--- config.mk ---
export PLATFORM = sky130hd
export DESIGN_NAME = rx_frame_packer
export DESIGN_NICKNAME = d
export VERILOG_FILES = /design/src/rtl/rx_frame_packer.sv
export SDC_FILE = /design/constraint.sdc
export NUM_CORES = 1
export LEC_CHECK = 0
export BUFFER_PORTS_ARGS = -buffer_cell sky130_fd_sc_hd__buf_2
export CAP_MARGIN = 10
export CORE_MARGIN = 10
export CORE_UTILIZATION = 45
export DETAILED_ROUTE_END_ITERATION = 12
export PLACE_DENSITY = 0.67
export SKIP_LAST_GASP = 1
export SLEW_MARGIN = 10
export SYNTH_ARGS = -nofsm -noshare
export SYNTH_HDL_FRONTEND = slang
export SYNTH_SLANG_ARGS = --single-unit
export TNS_END_PERCENT = 50
--- constraint.sdc ---
create_clock -name i_rx_clk -period 11.5 [get_ports i_rx_clk]
set_clock_uncertainty 0.1 [all_clocks]
set_input_delay 1.15 -clock i_rx_clk [delete_from_list [all_inputs] [get_ports i_rx_clk]]
set_output_delay 1.15 -clock i_rx_clk [all_outputs]
set_load 0.005 [all_outputs]
--- src/rtl/rx_frame_packer.sv ---
// Receive framer: strips preamble and length from the byte stream and packs the
// payload into BEAT_BYTES-wide beats with sof/eof/empty/err plus status counters.
module rx_frame_packer #(
    parameter int BEAT_BYTES     = 4,
    parameter int FIFO_ADD_WIDTH = 6,
    parameter int MAX_LEN        = 1518,
    parameter int TIMEOUT_CYC    = 65535,
    parameter int RESYNC_ON_SOF  = 1,
    localparam int EW            = (BEAT_BYTES > 1) ? $clog2(BEAT_BYTES) : 1,
    localparam int DW            = 8 * BEAT_BYTES
) (
    input  logic          i_rx_clk,
    input  logic          i_rx_rst_n,
    input  logic [7:0]    i_rx_data,
    input  logic          i_rx_data_valid,
    input  logic          i_rx_sof,
    output logic          o_val,
    output logic          o_sof,
    output logic          o_eof,
    output logic [EW-1:0] o_empty,
    output logic [DW-1:0] o_data,
    output logic          o_err,
    input  logic          i_rdy,
    output logic          o_rx_9600_or_115200,
    output logic [15:0]   o_frame_cnt,
    output logic [15:0]   o_drop_cnt,
    output logic [15:0]   o_ovf_cnt
);

    // state  | meaning
    // IDLE   | discarding bytes until a sof-tagged 0x55/0xAA preamble
    // LEN_LO | next byte is length[7:0]
    // LEN_HI | next byte is length[15:8]; bounds checked here
    // DATA   | packing payload bytes into beats
    // ABORT  | closing an aborted frame, err beat only if its sof beat went out
    localparam logic [2:0] IDLE   = 3'd0;
    localparam logic [2:0] LEN_LO = 3'd1;
    localparam logic [2:0] LEN_HI = 3'd2;
    localparam logic [2:0] DATA   = 3'd3;
    localparam logic [2:0] ABORT  = 3'd4;

    localparam int          DEPTH     = 1 << FIFO_ADD_WIDTH;
    localparam int          PW        = FIFO_ADD_WIDTH + 1;
    localparam logic [15:0] TO_LIMIT  = 16'(TIMEOUT_CYC);
    localparam logic [15:0] MAX_LEN_W = 16'(MAX_LEN);

    logic [8:0]    fifo_mem [DEPTH];
    logic [PW-1:0] wr_ptr, rd_ptr;
    logic          fifo_empty, fifo_full;
    logic [7:0]    head_byte;
    logic          head_sof;

    logic [2:0]    state;
    logic [7:0]    len_lo;
    logic [15:0]   rem;
    logic [15:0]   to_cnt;
    logic [EW-1:0] lane;
    logic [DW-1:0] pack, pack_next;
    logic          sof_sent, resync_pend;

    logic          in_frame, is_pre, timeout_hit, resync_hit, out_free;
    logic          last_byte, beat_done, len_bad, abort_go, pop;
    logic          drop_inc, frame_inc, ovf_inc;
    logic [15:0]   len_word;
    logic [EW-1:0] abort_empty;

    assign fifo_empty = (wr_ptr == rd_ptr);
    assign fifo_full  = (wr_ptr[PW-1] != rd_ptr[PW-1]) &&
                        (wr_ptr[PW-2:0] == rd_ptr[PW-2:0]);
    assign {head_sof, head_byte} = fifo_mem[rd_ptr[PW-2:0]];

    always_ff @(posedge i_rx_clk) begin
        if (i_rx_data_valid && !fifo_full)
            fifo_mem[wr_ptr[PW-2:0]] <= {i_rx_sof, i_rx_data};
    end

    assign in_frame    = (state == LEN_LO) || (state == LEN_HI) || (state == DATA);
    assign is_pre      = (head_byte == 8'h55) || (head_byte == 8'hAA);
    assign timeout_hit = in_frame && (to_cnt == TO_LIMIT);
    assign resync_hit  = (RESYNC_ON_SOF != 0) && in_frame && !fifo_empty && head_sof && is_pre;
    assign out_free    = !o_val || i_rdy;
    assign last_byte   = (rem == 16'd1);
    assign beat_done   = last_byte || (lane == EW'(BEAT_BYTES - 1));
    assign len_word    = {head_byte, len_lo};
    assign len_bad     = (len_word == 16'd0) || (len_word > MAX_LEN_W);
    assign abort_go    = !sof_sent || out_free;
    // An abort with nothing pending still needs a beat, reported as one empty-lane short of full.
    assign abort_empty = (lane == '0) ? EW'(BEAT_BYTES - 1) : EW'(BEAT_BYTES - int'(lane));

    always_comb begin
        pop = 1'b0;
        if (!fifo_empty && !timeout_hit) begin
            case (state)
                IDLE, LEN_LO, LEN_HI: pop = 1'b1;
                DATA:                 pop = resync_hit || !beat_done || out_free;
                default:              pop = 1'b0;
            endcase
        end
    end

    always_comb begin
        pack_next = pack;
        for (int i = 0; i < BEAT_BYTES; i++)
            if (lane == EW'(i)) pack_next[8*i +: 8] = head_byte;
    end

    assign drop_inc  = (state == LEN_HI && pop && !resync_hit && len_bad) ||
                       (state == ABORT && abort_go);
    assign frame_inc = (state == DATA) && pop && !resync_hit && last_byte;
    assign ovf_inc   = i_rx_data_valid && fifo_full;

    always_ff @(posedge i_rx_clk or negedge i_rx_rst_n) begin
        if (!i_rx_rst_n) begin
            wr_ptr      <= '0;
            rd_ptr      <= '0;
            o_frame_cnt <= '0;
            o_drop_cnt  <= '0;
            o_ovf_cnt   <= '0;
        end else begin
            if (i_rx_data_valid && !fifo_full) wr_ptr <= wr_ptr + PW'(1);
            if (pop) rd_ptr <= rd_ptr + PW'(1);
            if (frame_inc && o_frame_cnt != 16'hFFFF) o_frame_cnt <= o_frame_cnt + 16'd1;
            if (drop_inc && o_drop_cnt != 16'hFFFF)   o_drop_cnt  <= o_drop_cnt + 16'd1;
            if (ovf_inc && o_ovf_cnt != 16'hFFFF)     o_ovf_cnt   <= o_ovf_cnt + 16'd1;
        end
    end

    always_ff @(posedge i_rx_clk or negedge i_rx_rst_n) begin
        if (!i_rx_rst_n) begin
            state               <= IDLE;
            len_lo              <= '0;
            rem                 <= '0;
            to_cnt              <= '0;
            lane                <= '0;
            pack                <= '0;
            sof_sent            <= 1'b0;
            resync_pend         <= 1'b0;
            o_rx_9600_or_115200 <= 1'b0;
            o_val               <= 1'b0;
            o_sof               <= 1'b0;
            o_eof               <= 1'b0;
            o_err               <= 1'b0;
            o_empty             <= '0;
            o_data              <= '0;
        end else begin
            if (o_val && i_rdy) o_val <= 1'b0;

            if (pop || !in_frame)
                to_cnt <= '0;
            else if (fifo_empty)
                to_cnt <= to_cnt + 16'd1;

            case (state)
                IDLE: begin
                    if (pop && head_sof && is_pre) begin
                        o_rx_9600_or_115200 <= (head_byte == 8'h55);
                        sof_sent            <= 1'b0;
                        state               <= LEN_LO;
                    end
                end
                LEN_LO, LEN_HI, DATA: begin
                    if (timeout_hit) begin
                        resync_pend <= 1'b0;
                        state       <= ABORT;
                    end else if (pop && resync_hit) begin
                        o_rx_9600_or_115200 <= (head_byte == 8'h55);
                        resync_pend         <= 1'b1;
                        state               <= ABORT;
                    end else if (pop) begin
                        if (state == LEN_LO) begin
                            len_lo <= head_byte;
                            state  <= LEN_HI;
                        end else if (state == LEN_HI) begin
                            if (len_bad) begin
                                state <= IDLE;
                            end else begin
                                rem      <= len_word;
                                lane     <= '0;
                                pack     <= '0;
                                sof_sent <= 1'b0;
                                state    <= DATA;
                            end
                        end else begin
                            rem <= rem - 16'd1;
                            if (beat_done) begin
                                o_val    <= 1'b1;
                                o_data   <= pack_next;
                                o_sof    <= !sof_sent;
                                o_eof    <= last_byte;
                                o_err    <= 1'b0;
                                o_empty  <= last_byte ? EW'(BEAT_BYTES - 1) - lane : '0;
                                sof_sent <= 1'b1;
                                lane     <= '0;
                                pack     <= '0;
                                if (last_byte) state <= IDLE;
                            end else begin
                                lane <= lane + EW'(1);
                                pack <= pack_next;
                            end
                        end
                    end
                end
                ABORT: begin
                    if (abort_go) begin
                        if (sof_sent) begin
                            o_val   <= 1'b1;
                            o_data  <= pack;
                            o_sof   <= 1'b0;
                            o_eof   <= 1'b1;
                            o_err   <= 1'b1;
                            o_empty <= abort_empty;
                        end
                        sof_sent <= 1'b0;
                        lane     <= '0;
                        pack     <= '0;
                        state    <= resync_pend ? LEN_LO : IDLE;
                    end
                end
                default: state <= IDLE;
            endcase
        end
    end

endmodule

==> impl_summary.md <==
Finish
The library cells used most frequently in the layout, excluding fill and tap cells, are sky130_fd_sc_hd__edfxtp_1, sky130_fd_sc_hd__dfrtp_1, sky130_fd_sc_hd__nor2_1. The share of post-route cells with drive strength above 1 is a little under a fifth. The library cell used most frequently in the layout, excluding fill and tap cells, is sky130_fd_sc_hd__edfxtp_1. Excluding fillers, the count of instances in the completed layout stands at around 3.1k. The repair_antennas step left the layout with diodes totalling 0. The number of filler cells placed in the layout is about 5.8k. The area growth from synthesis to layout is 11.9%. For this run, the post-layout net count is approximately 2.2k.

Die
The initial cell density of the core is around 45%. Row generation in the floorplan step produced 97 rows. In this run the horizontal extent of the chip is about 290 um. The number of top-level design ports is 100. From bottom edge to top edge, the die measures about 290 um. The die area is a little over 80000 um2. The standard cell core area is about 70000 um2.

Routing
Using the TritonRoute via totals, the vias-per-cell ratio works out to 5.96. Before antenna repair, the detailed router went through 6 iterations. The detailed router finished its first iteration with between 2k and 2.5k violations. In this run the remaining antenna-violating nets after routing total 0. After detailed routing, the total wire length is just under 80 mm. The overall via count from detail_route is around 19k.

After detailed routing, the average wire length per cell comes to 25.0 um. The post-route DRC violation count is 0.

Outcome
The flow ran to the end, and the final reports show no timing, DRC or antenna violations.

Pwr
In this run the power spent charging and discharging nets is ~3100 uW. Internal power comes to ~5700 uW. For this design the ratio of total power to cell area is 245 nW/um2.

For this design the static power due to leakage is between 0.01 and 0.015 uW. The combinational share of power is between 30 and 40%. Across the VDD grid, the largest voltage drop is around 0.00013 V.

The part of the power in registers is 39.1%. The fraction of power spent switching nets is a little over a third. The clock network accounts for ~29% of the total power.

Setup path
Walking the worst path, the cells encountered are buf_4 -> nor2b_1 -> a22oi_1 -> a211oi_2 -> nor3_1 -> or4_1 -> o41a_1 -> o221ai_2 -> or2_0 -> o21ai_0. Setup slack on the worst reg-to-reg path comes out at 4600 ps. The worst register-to-register path ends at rem[2]$_DFFE_PN0P_. The critical path start-end classification is flop to flop. The kind of cell adding the most delay to the critical path is simple AND/OR/NAND/NOR gates. The sort of element at the start of the critical path is a flop.

The number of buffers and inverters on the critical path is 1. The largest individual stage delay along the critical path comes from the cell sky130_fd_sc_hd__nor2b_1. Data on the critical path arrives at its endpoint at around 7300 ps.

The worst reg2reg path startpoint is rd_ptr[0]$_DFFE_PN0N_. The depth of the most critical reg-to-reg path is 10. The top fanout value on the critical path is 38.

The worst endpoint required time is 11860 ps. The delay of the slowest cell on the worst path is between 1000 and 1500 ps. The critical path endpoint category is a flop.

GRT
The total overflow left after global routing is 0. The total track usage is between 10% and 20%. The first global-routing pass estimated between 100 and 150 mm of wire. The number of antenna violations at the first check in global routing is 1.

The pin count of the biggest net entering global routing is approximately 140. The number of global-route vias before repair came to roughly 19k.

CTS
CTS placed an instance of sky130_fd_sc_hd__clkbuf_16 at the clock tree root. The post-cts gate resize count is 0. The total clock sinks is 756. The number of setup buffers added after CTS is 0.

In this run, CTS created clock tree buffers numbering around 80. The number of buffers inserted for hold repair after clock tree synthesis is 0. Clock-pin slew was measured on the worst setup and hold paths at around 60 ps. The clock tree synthesis step divided the H-tree into 3 levels. TritonCTS built the clock tree. The later pin in the worst-skew pair is clocked with a latency of about 650 ps. The maximum count of clock buffers along a single path is 3.

Place
The pre-CTS setup slack is between 4000 and 5000 ps. The final estimated routing congestion in global placement is roughly 0.86. The wire-length estimate of the detail-placed layout is around 48 mm. The count of buffers inserted at the top-level ports is a little under 100. The total instance count after detailed placement is approximately 3k.

Job
The tool flagged a number of max-cap violations equal to 0.

Timing
Setup violations remaining at the end of the flow were counted as 0. Setup repair after global routing left no endpoint under its margin. The share of the clock period used by the worst path after layout is between 60% and 70%. The accumulated negative setup slack is 0 ps. The count of final hold-check violations is 0. The worst pin sits at a relative slew slack of under 10%. For the pin with the worst max-slew slack, the measured transition is 1370 ps. The final worst slack is 4600 ps.

The worst path in the final design needs a cycle of about 6900 ps, including I/O delays and setup. The timing-limited maximum frequency is 145 MHz. The max-slew violation total from the final report was 0.

Yosys
The prevailing post-synth register cell is sky130_fd_sc_hd__edfxtp_1. The share of flip-flops with an asynchronous set or reset is a little under a quarter. Counting distinct cell types in the post-synthesis netlist gives 84. Counting flops with a built-in enable in the synthesized netlist gives 576. The flop and latch count out of synthesis is about 760. The number of standard cells after synthesis is roughly 2.0k.

The portion of the post-synthesis area used by sequential elements is roughly 68%. The total standard cell area after synthesis is roughly 32000 um2. The number of nets produced by synthesis is 2070.

The number of warnings reported in the yosys synthesis log is 0. The average cell area after synthesis is about 16 um2.

Min path
The worst hold endpoint is o_data[25]$_DFFE_PN0P_. The launch point of the worst hold path is o_data[25]$_DFFE_PN0P_. The number of stages on the worst hold path is 1.

The min-delay analysis places its worst path in the category flop to flop.
through the flow:
step | cell area, um2 | total power [uW] | hold WS, ps | utilization (%)
2_1_floorplan | 31900 | 5370 | 352 | -
3_3_place_gp | 33100 | 6200 | 363 | 47.2
3_5_place_dp | 33100 | 6270 | 371 | 47.2
4_1_cts | 35600 | 8780 | 384 | 50.8
5_1_grt | 35700 | 9140 | 405 | 50.9
6_report | 35700 | 8760 | 382 | 50.9
state kept, by name (all words and copies together), names as in the netlist, 2 cells and up:
name,count
fifo_mem,576
o_data,32
pack,32
o_drop_cnt,16
o_frame_cnt,16
o_ovf_cnt,16
rem,16
to_cnt,16
len_lo,8
rd_ptr,7
wr_ptr,7
state,3
lane,2
o_empty,2
layer usage:
layer  vias up  routed length (um)  global-route usage (%)
li1       8069                   -                       -
met1      9576               32500                    25.4
met2       826               36600                    29.9
met3       191                6670                    4.37
met4         2                2740                    7.36
met5         -                   7                       0
layout make-up:
cell class | instances | area (um2) | share of cell area [%]
clock buffer | 104 | 2120 | 5.94
inverter | 41 | 154 | 0.431
timing repair buffer | 119 | 687 | 1.92
multi-input combinational | 1134 | 9320 | 26.1
tap | 940 | 1180 | 3.30
clock inverter | 40 | 424 | 1.19
sequential | 756 | 21800 | 61.1
worst reg2reg max path, stage by stage (launching register included):
cell,delay [ps]
sky130_fd_sc_hd__dfrtp_4,910
sky130_fd_sc_hd__buf_4,660
sky130_fd_sc_hd__nor2b_1,1090
sky130_fd_sc_hd__a22oi_1,250
sky130_fd_sc_hd__a211oi_2,650
sky130_fd_sc_hd__nor3_1,320
sky130_fd_sc_hd__or4_1,560
sky130_fd_sc_hd__o41a_1,450
sky130_fd_sc_hd__o221ai_2,730
sky130_fd_sc_hd__or2_0,770
sky130_fd_sc_hd__o21ai_0,230
cells by family (layout without fill, tap and decap cells):
family,after synthesis,count (layout),synth area share (%)
adders and majority gates,12,12,0.471
and+or+nand+nor,496,496,7.36
muxes,258,258,12.9
DFF,756,756,68.3
AOI/OAI and AO/OA,291,291,6.34
xor gates and xnor gates,77,77,2.11
buffers and inverters,155,304,2.50
worst max path at each step:
stage,start,end,slack [ps],cells past startpoint
final,rd_ptr[0]$_DFFE_PN0N_,rem[2]$_DFFE_PN0P_,4600,10
after global routing,rd_ptr[0]$_DFFE_PN0N_,rem[15]$_DFFE_PN0P_,4210,10
after CTS,rd_ptr[0]$_DFFE_PN0N_,rem[15]$_DFFE_PN0P_,4700,10
after detailed placement,rd_ptr[0]$_DFFE_PN0N_,rem[2]$_DFFE_PN0P_,4730,10
after global placement,rd_ptr[0]$_DFFE_PN0N_,rem[1]$_DFFE_PN0P_,4800,10
after floorplan,rd_ptr[1]$_DFFE_PN0N_,o_data[10]$_DFFE_PN0P_,7330,14
Yosys cell counts, drive strengths merged, types with 7 or more instances:
cell    count  share of area, %
mux4      115               8.2
xnor2      28              0.77
nand4      18              0.35
xor2       49               1.3
and3       18              0.35
edfxtp    576                54
nor2      149               1.8
a21oi      45              0.71
o21a       11              0.26
clkbuf     41              0.48
mux2       58               2.0
nand3b      8              0.19
ha         12              0.47
or2         8              0.16
o31ai      26              0.61
nand2b     10              0.20
nor2b      20              0.39
nand2     143               1.7
and2       10              0.20
nor3       20              0.31
nand3      52              0.82
mux2i      85               2.7
a211oi     10              0.27
nor4       16              0.31
dfrtp     180                14
o211ai      7              0.16
o32ai      12              0.33
inv        40              0.47
buf        73               1.5
a22oi      25              0.59
a31oi      11              0.22
o21ai      83               1.3
power by group through the flow:
stage	clock network [uW]	logic (uW)	registers (uW)
global placement	0	2740	3460
CTS	2550	2800	3430
finish	2510	2820	3430
floorplan	0	2000	3370
detailed placement	0	2790	3480
global route	2660	3020	3460
(Power assumes the default switching activity.)
